$ cat src/rtl/ksa_pkg.sv
// Shared types and sizing helpers for the pipelined Kogge-Stone adder.
package ksa_pkg;

    // One prefix-tree node: group generate / group propagate.
    typedef struct packed {
        logic g;
        logic p;
    } ksa_gp_t;

    function automatic int ksa_levels(input int width);
        return $clog2(width);
    endfunction

    function automatic int ksa_latency(input int width, input int reg_every);
        return (ksa_levels(width) + reg_every - 1) / reg_every + 1;
    endfunction

endpackage

$ cat src/rtl/ksa_prefix_level.sv
// One combinational Kogge-Stone level over the (WIDTH+1)-entry prefix vector.
module ksa_prefix_level
    import ksa_pkg::*;
#(
    parameter int WIDTH = 16,
    parameter int DIST  = 1
) (
    input  ksa_gp_t [WIDTH:0] prv,
    output ksa_gp_t [WIDTH:0] nxt
);

    // Entry 0 is the carry-in node; entries below DIST pass through.
    always_comb begin
        nxt = prv;
        for (int j = DIST; j <= WIDTH; j++) begin
            nxt[j].g = prv[j].g | (prv[j].p & prv[j-DIST].g);
            nxt[j].p = prv[j].p & prv[j-DIST].p;
        end
    end

endmodule

$ cat src/rtl/ksa_pipe_adder.sv
// Pipelined Kogge-Stone adder/subtractor with a global-enable valid/ready pipeline.
module ksa_pipe_adder
    import ksa_pkg::*;
#(
    parameter int WIDTH     = 16,
    parameter int REG_EVERY = 2
) (
    input  logic             clk,
    input  logic             rst_n,
    input  logic             in_valid,
    output logic             in_ready,
    input  logic [WIDTH-1:0] a,
    input  logic [WIDTH-1:0] b,
    input  logic             cin,
    input  logic             sub,
    output logic             out_valid,
    input  logic             out_ready,
    output logic [WIDTH-1:0] sum,
    output logic             cout,
    output logic             ovf
);

    localparam int LEVELS  = ksa_levels(WIDTH);
    localparam int LATENCY = ksa_latency(WIDTH, REG_EVERY);

    typedef ksa_gp_t [WIDTH:0] gp_vec_t;

    logic               adv;
    logic [LATENCY:1]   vld_pipe;

    assign out_valid = vld_pipe[LATENCY];
    assign adv       = !out_valid || out_ready;
    assign in_ready  = adv;

    always_ff @(posedge clk or negedge rst_n) begin
        if (!rst_n)
            vld_pipe <= '0;
        else if (adv)
            vld_pipe <= {vld_pipe[LATENCY-1:1], in_valid};
    end

    // Pre-process: carry-in becomes prefix entry 0 (g=c_eff, p=0).
    logic [WIDTH-1:0] b_eff;
    logic [WIDTH-1:0] p_pre;
    logic             c_eff;
    gp_vec_t          gp_pre;

    always_comb begin
        b_eff     = sub ? ~b : b;
        c_eff     = cin ^ sub;
        p_pre     = a ^ b_eff;
        gp_pre    = '0;
        gp_pre[0] = '{g: c_eff, p: 1'b0};
        for (int i = 0; i < WIDTH; i++)
            gp_pre[i+1] = '{g: a[i] & b_eff[i], p: p_pre[i]};
    end

    gp_vec_t          gp_in_q;
    logic [WIDTH-1:0] p_in_q;

    always_ff @(posedge clk or negedge rst_n) begin
        if (!rst_n) begin
            gp_in_q <= '0;
            p_in_q  <= '0;
        end else if (adv) begin
            gp_in_q <= gp_pre;
            p_in_q  <= p_pre;
        end
    end

    // The last level never gets its own slice: it feeds the output register.
    for (genvar k = 0; k < LEVELS; k++) begin : lvl_g
        gp_vec_t          src;
        gp_vec_t          nxt;
        gp_vec_t          gp_q;
        logic [WIDTH-1:0] p_src;
        logic [WIDTH-1:0] p_q;

        if (k == 0) begin : g_src_first
            assign src   = gp_in_q;
            assign p_src = p_in_q;
        end else begin : g_src_prev
            assign src   = lvl_g[k-1].gp_q;
            assign p_src = lvl_g[k-1].p_q;
        end

        ksa_prefix_level #(
            .WIDTH (WIDTH),
            .DIST  (1 << k)
        ) u_level (
            .prv (src),
            .nxt (nxt)
        );

        if (((k + 1) % REG_EVERY == 0) && (k != LEVELS - 1)) begin : g_reg
            always_ff @(posedge clk or negedge rst_n) begin
                if (!rst_n) begin
                    gp_q <= '0;
                    p_q  <= '0;
                end else if (adv) begin
                    gp_q <= nxt;
                    p_q  <= p_src;
                end
            end
        end else begin : g_comb
            assign gp_q = nxt;
            assign p_q  = p_src;
        end
    end

    gp_vec_t          fin;
    logic [WIDTH-1:0] p_fin;
    logic [WIDTH-1:0] sum_d;
    logic             cout_d;
    logic             ovf_d;
    logic             unused_fin;

    assign fin        = lvl_g[LEVELS-1].gp_q;
    assign p_fin      = lvl_g[LEVELS-1].p_q;
    assign unused_fin = ^fin;

    // For power-of-two widths the top node spans only bits 0..WIDTH-1, so the
    // carry-in node is folded in once more; the fold is a no-op otherwise (P=0).
    always_comb begin
        sum_d = '0;
        for (int i = 0; i < WIDTH; i++)
            sum_d[i] = p_fin[i] ^ fin[i].g;
        cout_d = fin[WIDTH].g | (fin[WIDTH].p & fin[0].g);
        ovf_d  = fin[WIDTH-1].g ^ cout_d;
    end

    always_ff @(posedge clk or negedge rst_n) begin
        if (!rst_n) begin
            sum  <= '0;
            cout <= 1'b0;
            ovf  <= 1'b0;
        end else if (adv) begin
            sum  <= sum_d;
            cout <= cout_d;
            ovf  <= ovf_d;
        end
    end

endmodule
$ cat config.mk
export PLATFORM = sky130hd
export DESIGN_NAME = ksa_pipe_adder
export DESIGN_NICKNAME = d
export VERILOG_FILES = /design/src/rtl/ksa_pkg.sv /design/src/rtl/ksa_prefix_level.sv /design/src/rtl/ksa_pipe_adder.sv
export SDC_FILE = /design/constraint.sdc
export NUM_CORES = 1
export LEC_CHECK = 0
export ABC_AREA = 1
export CAP_MARGIN = 20
export CORE_MARGIN = 2
export CORE_UTILIZATION = 55
export DETAILED_ROUTE_END_ITERATION = 10
export PLACE_DENSITY = 0.77
export SYNTH_ARGS = -nofsm -noshare
export SYNTH_HDL_FRONTEND = slang
export SYNTH_SLANG_ARGS = --single-unit
$ cat constraint.sdc
create_clock -name clk -period 1.3 [get_ports clk]
set_input_delay 0.195 -clock clk [delete_from_list [all_inputs] [get_ports clk]]
set_output_delay 0.195 -clock clk [all_outputs]
set_load 0.05 [all_outputs]
==> reports/results.tsv, run 1 <==
metric	value	unit
holdWs	280.0	ps
min_path_type	input port to asynchronous set/reset pin	
ios	58	
layout_commonest_cell	nand2_1	
port-buffer-count	57	
layout_setup_ws	-102.4	ps
cp_max_fo	2	
die_x	95.52	um
ctsLongestPathBuffers	2	
maxCapViolCount	0	
run_status	complete, but fails checks	
finClkSkew	11.48	ps
drc	0	
power.leakage	2.865	nW
cts_tree	done	
coreArea	8175	um2
slew_headroom	0.7502	
grt_max_degree	43	
synth-seq-cells	100	
first_global_vias	3650	
worst_skew_pair.late_latency	370	ps
cp.arrival	1210	ps
violations	negative setup slack	
ys_seq_area_frac	0.5432	
grt_pass1_wl	17130	um
layout_common_cells	160 x nand2_1, 99 x dfrtp_1, 46 x inv_1, 43 x o21ai_0, 36 x clkdlybuf4s50_1	
cts-root-buf	clkbuf_8	
required	1110	ps
grt_usage	0.2458	
crit_family	flip-flops	
fin_cells	705	
netlist_area	4607	um2
drt-initial-drc-count	283	
critical_path_buf_inv_count	4	
startpoint_type	flop	
cts.sinks	100	
pre_cts_ws	-264.4	ps
cts.clk_slew.worst_paths	90	ps
wl	10530	um
fmax	0.7131	GHz
antenna_found_initial	0	
critPathCaptureType	primary output	
drv_slew	0	
dieArea	9124	um2
tightestPinTransition	370.9	ps
rsz0062_at_grt	true	
netlist-cell-type-count	24	
area_growth	31.31	%
yosysWarnings	0	
num_rows	33	
layout.nets	649	
dr_total_vias	3887	
synthCells	525	
dp.cells	684	
crit_top_cell	buf_12	
cpPeakStageDelay	370	ps
finalHoldViolCount	0	
setup_viol	11	
ant_nets	0	
crit_slowest_cell	dfrtp_2	
final_layout_size_suffix_gt1_frac	0.1300	
fin_crit_sh	1.079	
initial_core_util	0.5635	
die_y	95.52	um
viasPerCell	5.513	
ir_drop	0.9048	mV
utilization	0.7400	
gp_congestion	0.8566	
cts_htree_levels	3	
critPathKind	flop to primary output	
pwr_density_cell	2180	nW/um2
wl_per_cell	14.93	um
place.detailed.hpwl	7325	um
syn_avg_cell_area	8.775	um2
overflow	0	
synth_largest_area_cell	dfrtp_1	
yosysTopAreaCellShare	0.5432	
ys_top_cells_by_area	dfrtp_1 54%, nand2_1 13%, o21ai_0 6.8%	
period_needed	1402	ps
num_antenna_cells	0	
path_cells	inv_2, nor2_4, inv_4, buf_12, buf_12	
synth_fp_nets	579	
cts_buffers	9	
drtPass1Iterations	5	
[state kept, by name, summed over array words and instances, names as in the netlist]
register,flops
sum,16
ovf,1
cout,1
lvl_g.gp_q,30
lvl_g.p_q,31
vld_pipe,3
gp_in_q,18
[through the flow]
| stage | setup TNS, ps | cell area, um2 | total power, mW |
|---|---|---|---|
| 6_report | -245.4 | 6050 | 13.19 |
| 4_1_cts | -122.5 | 5912 | 12.88 |
| 5_1_grt | -2085 | 6050 | 13.95 |
| 3_5_place_dp | -12600 | 5623 | 10.64 |
| 3_3_place_gp | -10300 | 5623 | 10.44 |
| 2_1_floorplan | -851.5 | 4657 | 8.123 |
[path summary, 6_finish.rpt]
kind | start | slack (ps) | cells after the start | endpoint
max in group asynchronous | rst_n | 490 | 3 | lvl_g[1].gp_q[26]$_DFFE_PN0P_
setup / recovery | vld_pipe[3]$_DFFE_PN0P_ | -100 | 5 | in_ready
hold / removal | rst_n | 280 | 2 | lvl_g[0].p_q[0]$_DFFE_PN0P_
min in group clk | in_valid | 380 | 3 | vld_pipe[1]$_DFFE_PN0P_
hold reg to reg | vld_pipe[2]$_DFFE_PN0P_ | 470 | 1 | vld_pipe[3]$_DFFE_PN0P_
setup reg to reg | vld_pipe[3]$_DFFE_PN0P_ | -40 | 8 | lvl_g[1].gp_q[11]$_DFFE_PN0P_
[layout make-up]
| class | count | area [um2] |
|---|---|---|
| Timing Repair Buffer | 81 | 1112 |
| Clock inverter | 4 | 72.57 |
| Fill cell | 564 | 2126 |
| Clock buffer | 12 | 145.1 |
| Inverter | 48 | 182.7 |
| Multi-Input combinational cell | 355 | 1902 |
| Tap cell | 105 | 131.4 |
| Sequential cell | 100 | 2504 |
[synthesized netlist by cell type]
library cell / n
dfrtp_1: 100
o211ai_1: 3
xnor2_1: 9
o21ai_0: 63
clkbuf_1: 12
buf_2: 9
nand3_1: 31
nand4_1: 1
nand3b_1: 2
o221ai_1: 3
o21ai_1: 7
inv_1: 47
o21bai_1: 2
xor2_1: 16
buf_4: 1
nor2_4: 1
ha_1: 16
nor2_1: 13
or2_2: 1
a21oi_1: 13
inv_2: 1
a31oi_1: 9
o22ai_1: 4
nand2_1: 161
[worst reg2reg max path: cells and delay by family (launching register included)]
| kind | cells | cell delay, ps |
|---|---|---|
| flops | 1 | 420 |
| compound gates | 1 | 130 |
| simple gates | 2 | 80 |
| buf+inv | 5 | 630 |
[kinds of logic after synthesis]
kind of cell | after synthesis | share of synthesized area
AOI/OAI and AO/OA | 104 | 0.1217
and+or+nand+nor | 210 | 0.1839
buffers and inverters | 70 | 0.06029
xor gates and xnor gates | 25 | 0.04753
DFF | 100 | 0.5432
adders and majority gates | 16 | 0.04345
[routing by layer]
layer | routed length, um | global-route usage | part of all wire
met5 | 0 | 0 | 0
met1 | 4690 | 0.3556 | 0.45
met2 | 5068 | 0.3788 | 0.48
met3 | 557 | 0.03557 | 0.053
met4 | 212 | 0.09167 | 0.020
[power by group]
group	leakage, nW	internal [mW]	total, mW	switching [mW]
logic	1.52	2.64	5.85	3.21
registers	1.24	4.17	5.18	1.00
clock network	0.107	1.14	2.16	1.02
[what timing repair did]
| item | CTS | global route |
|---|---|---|
| gates cloned | 0 | 2 |
| buffers inserted | 3 | 0 |
| resized for setup | 12 | 27 |
| hold buffers | 1 | 0 |
| endpoints found under the setup margin | 1 | 61 |
| pin swaps | 1 | 2 |
| endpoints found under the hold margin | 23 | 0 |
(Power assumes the default switching activity.)
==> inputs of run 2 (changes only) <==
Settings changed: CORE_UTILIZATION 55 to 25, PLACE_DENSITY 0.77 to 0.4.
==> reports/results.tsv, run 2 (synthesis gave the netlist of run 1 again) <==
metric	value	unit	change
ant_nets	0		unchanged
cts_buffers	9		unchanged
wl_per_cell	13.56	um	-9.2%
pre_cts_ws	-284.2	ps	-19.72 ps
area_growth	36.96	%	
drc	0		unchanged
drtPass1Iterations	4		-1
ctsLongestPathBuffers	2		unchanged
largest_register_ffs	31		unchanged
cts.clk_slew.worst_paths	70	ps	-20 ps
fin_setup_tns	-183.2	ps	+62.25 ps
grt_pass1_wl	18650	um	+8.9%
largest_register	lvl_g.p_q		
slew_headroom	0.7665		+0.01637
min_path_type	input port to asynchronous set/reset pin		
die_x	139.8	um	+46%
drv_slew	0		unchanged
maxCapViolCount	0		unchanged
critPathCaptureType	primary output		
violations	negative setup slack		
setup.worst_path.end	in_ready		
first_global_vias	3574		-2.1%
tightestPinTransition	346.6	ps	-24.29 ps
dr_total_vias	3603		-7.3%
drt-met1-wl	6001	um	+28%
run_status	complete, but fails checks		
finalHoldViolCount	0		unchanged
layout_common_cells	159 x nand2_1, 99 x dfrtp_1, 47 x o21ai_0, 46 x inv_1, 36 x clkdlybuf4s50_1		
place.detailed.hpwl	8191	um	+12%
dieArea	19530	um2	+110%
final_layout_size_suffix_gt1_frac	0.1332		+0.003224
cts_tree	done		
worstReg2RegStart	vld_pipe[3]$_DFFE_PN0P_		
power	13.71	mW	+4.0%
drt-initial-drc-count	244		-14%
ios	58		unchanged
critPathKind	flop to primary output		
critPathLaunch	vld_pipe[3]$_DFFE_PN0P_		
worst_skew_pair.late_latency	350	ps	-20 ps
required	1110	ps	about the same
utilization	0.3501		-0.3899
cts.sinks	100		unchanged
ir_drop	1.290	mV	+43%
viasPerCell	4.305		-22%
layout_commonest_cell	nand2_1		
coreArea	18020	um2	+120%
fin_crit_sh	1.096		+0.01694
layout_setup_ws	-124.4	ps	-22.02 ps
cts_htree_levels	3		unchanged
r2r_cells	8		unchanged
grt_max_degree	51		+19%
cp.arrival	1230	ps	+20 ps
largestRegisters	lvl_g.p_q: 31 flops, lvl_g.gp_q: 30 flops, gp_in_q: 18 flops		
pwr_density_cell	2173	nW/um2	-0.31%
finClkSkew	6.596	ps	-4.881 ps
rsz0062_at_grt	true		
port-buffer-count	57		unchanged
holdWs	203.4	ps	-76.55 ps
timing.rr.end	sum[10]$_DFFE_PN0P_		
dr.max_layer_used	met4		
power.leakage	2.932	nW	+2.3%
wl	11350	um	+7.8%
antenna_found_initial	0		unchanged
grt_usage	0.1197		-0.1261
layout.nets	657		+1.2%
wl_met3	342	um	-39%
num_antenna_cells	0		unchanged
startpoint_type	flop		
overflow	0		unchanged
period_needed	1424	ps	+22.02 ps
wl_met2	4814	um	-5.0%
setup_viol	5		-6
cp_max_fo	3		+1
initial_core_util	0.2556		-0.3079
gp_congestion	0.7770		-9.3%
cts-root-buf	clkbuf_16		
rrSetupSlack	-40	ps	about the same
fmax	0.7020	GHz	-1.5%
num_rows	49		+48%
die_y	139.8	um	+46%
-- run 2: per-layer routing --
layer / up-vias / GRT usage
met5: - / 0
met4: 0 / 0.04737
met1: 1679 / 0.1811
li1: 1861 / -
met2: 50 / 0.1715
met3: 13 / 0.01686
-- run 2: power breakdown --
group          internal, mW  switching [mW]  total (mW)
Combinational          2.68            3.18        5.87
Clock                  1.55            1.16        2.72
Sequential             4.18           0.951        5.13
Total                  8.41            5.30        13.7
-- run 2: how the worst min path moves through the flow --
stage	startpoint	end	slack, ps	depth (start not counted)
6_report	rst_n	lvl_g[0].p_q[4]$_DFFE_PN0P_	200	2
3_5_place_dp	rst_n	lvl_g[0].p_q[4]$_DFFE_PN0P_	20	1
2_1_floorplan	rst_n	cout$_DFFE_PN0P_	-100	0
4_1_cts	rst_n	lvl_g[0].p_q[4]$_DFFE_PN0P_	200	2
5_1_grt	rst_n	lvl_g[0].p_q[4]$_DFFE_PN0P_	200	2
3_3_place_gp	rst_n	lvl_g[0].p_q[4]$_DFFE_PN0P_	20	1
-- run 2: worst max-delay path: stages (launching register included) --
cell and delay [ps]:
dfrtp_2 360, inv_2 40, nor2_4 120, clkinv_4 80, buf_12 140, buf_12 140
-- run 2: final cells by class --
class	count	area [um2]
clock buffers	13	250.2
clock inverters	3	46.29
fillers	1870	11720
inverters	48	185.2
multi-input cells	355	1878
flip-flops and latches	100	2504
well taps	229	286.5
repair buffers	89	1160
-- run 2: metrics by stage --
step,cell area (um2),cells
finish,6310,837
floorplan,4657,525
detailed placement,5817,813
global placement,5817,813
CTS,6186,834
global route,6310,837
-- run 2: timing repair --
item / CTS / global route
hold endpoints to repair: 100 / 0
setup endpoints to repair: 2 / 69
setup buffers: 4 / 1
cloned: 0 / 2
hold buffers: 1 / 0
pin swaps: 1 / 2
gates resized for setup: 8 / 18
==> inputs of run 3 (changes only) <==
Settings changed: CORE_MARGIN 2 to 1.
==> reports/results.tsv, run 3 (synthesis gave the netlist of run 1 again) <==
metric	value	unit	change
area_growth	43.40	%	
critPathKind	flop to primary output		
antenna_found_initial	0		unchanged
drc	0		unchanged
fin_setup_tns	-2187	ps	-2004 ps
num_antenna_cells	0		unchanged
tightestPinTransition	381.7	ps	+35.15 ps
cts.sinks	100		unchanged
grt_pass1_wl	19960	um	+7.0%
use_met3	0.03017		+0.01331
multiInputGateArea	2079	um2	+11%
maxCapViolCount	0		unchanged
min_path_type	input port to asynchronous set/reset pin		
coreArea	18020	um2	unchanged
finClkSkew	11.15	ps	+4.549 ps
viasPerCell	4.406		+2.4%
fillers	1876		+0.32%
drtPass1Iterations	4		unchanged
ant_nets	0		unchanged
fin_crit_sh	1.099		+0.003515
overflow	0		unchanged
dieArea	18980	um2	-2.8%
finalHoldViolCount	0		unchanged
ctsLongestPathBuffers	2		unchanged
grt_use_met1	0.2080		+0.02691
rsz0062_at_grt	true		
grt-busiest-layer	met1		
largest_register	lvl_g.p_q		
grt_usage	0.1401		+0.02040
drt-initial-drc-count	198		-19%
place_area	5842	um2	+0.43%
ios	58		unchanged
power.leakage	3.050	nW	+4.0%
grt_max_degree	46		-9.8%
crit_family	buffers and inverters		
grt_util_met2	0.1993		+0.02783
ir_drop	1.191	mV	-7.7%
violations	negative setup slack		
layout_common_cells	146 x nand2_1, 99 x dfrtp_1, 46 x inv_1, 36 x o21ai_0, 36 x clkdlybuf4s50_1		
regArea	2504	um2	unchanged
layout_setup_ws	-129.0	ps	-4.570 ps
cts_htree_levels	3		unchanged
gp_congestion	0.7445		-4.2%
fmax	0.6998	GHz	-0.32%
layout.nets	661		+0.61%
layout_commonest_cell	nand2_1		
slew_headroom	0.7455		-0.02099
required	1110	ps	about the same
first_global_vias	3786		+5.9%
pwr_density_cell	2134	nW/um2	-1.8%
critical_path_buf_inv_count	4		unchanged
cts_buffers	9		unchanged
critPathCaptureType	primary output		
die_x	137.8	um	-1.4%
final_layout_size_suffix_gt1_frac	0.2066		+0.07333
cp_max_fo	3		unchanged
largest_register_ffs	31		unchanged
pre_cts_ws	-272.1	ps	+12.03 ps
crit_top_cell	buf_12		
period_needed	1429	ps	+4.570 ps
power	14.10	mW	+2.8%
cpPeakStageDelay	360	ps	about the same
largestRegisters	lvl_g.p_q: 31 flops, lvl_g.gp_q: 30 flops, gp_in_q: 18 flops		
initial_core_util	0.2556		unchanged
worst_skew_pair.late_latency	360	ps	about the same
port-buffer-count	57		unchanged
drv_slew	0		unchanged
cts-root-buf	clkbuf_16		
startpoint_type	flop		
place.detailed.hpwl	8323	um	+1.6%
wl	11850	um	+4.4%
wl_per_cell	14.12	um	+4.2%
die_y	137.8	um	-1.4%
cts.clk_slew.worst_paths	70	ps	about the same
run_status	complete, but fails checks		
dr_total_vias	3697		+2.6%
cts_tree	done		
path_cells	inv_2, nor2_4, clkinv_4, buf_12, buf_12		
crit_slowest_cell	dfrtp_2		
cp.arrival	1230	ps	about the same
stdcell_area	6606	um2	+4.7%
setup_viol	41		+36
num_rows	49		unchanged
[run 3: changes by cell type in the layout (fill, tap and decap cells not counted), moves of 2 or more]
cell	previous run	this run
buf_6	7	2
o21ai_0	47	36
o21ai_1	23	18
o21ai_2	0	16
nand2_1	159	146
nor2_2	0	5
bufbuf_16	0	2
nor2_1	13	5
nor2_4	1	4
nand2_2	2	9
nand2_4	0	6
nand3_4	0	2
buf_12	27	32
[run 3: what timing repair did]
| item | in CTS | in global routing |
|---|---|---|
| setup buffers | 5 | 2 |
| resized for setup | 18 | 78 |
| hold buffers | 1 | 0 |
| cloned | 2 | 2 |
| hold endpoints to repair | 19 | 0 |
| pin swaps | 1 | 2 |
| setup endpoints to repair | 3 | 76 |
[run 3: metal layers]
metal  share of wire  vias to the layer above
met5               0                        -
met4           0.013                        0
met3           0.033                       14
met2            0.43                       62
met1            0.53                     1748
li1                -                     1873
[run 3: cell type report]
| type | instances | share of cell area |
|---|---|---|
| timing repair buffer | 93 | 0.1955 |
| inverter | 48 | 0.02803 |
| sequential | 100 | 0.3790 |
| clock buffer | 12 | 0.03731 |
| clock inverter | 2 | 0.002083 |
| tap | 229 | 0.04337 |
| multi-input combinational | 355 | 0.3148 |
[run 3: per-stage QoR]
stage	hold slack, ps	instances	util
after floorplan	-100.6	525	-
after global placement	149.8	813	0.3241
after detailed placement	147.1	813	0.3241
after CTS	318.5	835	0.3481
after global routing	332.8	839	0.3665
final	307.1	839	0.3665
[run 3: worst paths after layout]
kind,slack (ps),end,from,cells past startpoint
min in group clk,420,vld_pipe[1]$_DFFE_PN0P_,in_valid,3
max in group asynchronous,440,lvl_g[0].p_q[7]$_DFFE_PN0P_,rst_n,3
max,-130,in_ready,vld_pipe[3]$_DFFE_PN0P_,5
max reg2reg,-90,lvl_g[0].p_q[3]$_DFFE_PN0P_,vld_pipe[3]$_DFFE_PN0P_,8
min,310,sum[12]$_DFFE_PN0P_,rst_n,2
min reg2reg,480,vld_pipe[3]$_DFFE_PN0P_,vld_pipe[2]$_DFFE_PN0P_,1
[run 3: report_power, final]
| group | internal, mW | switching [mW] |
|---|---|---|
| registers | 4.18 | 1.01 |
| clock network | 1.33 | 1.14 |
| logic | 3.01 | 3.42 |
| total | 8.52 | 5.58 |
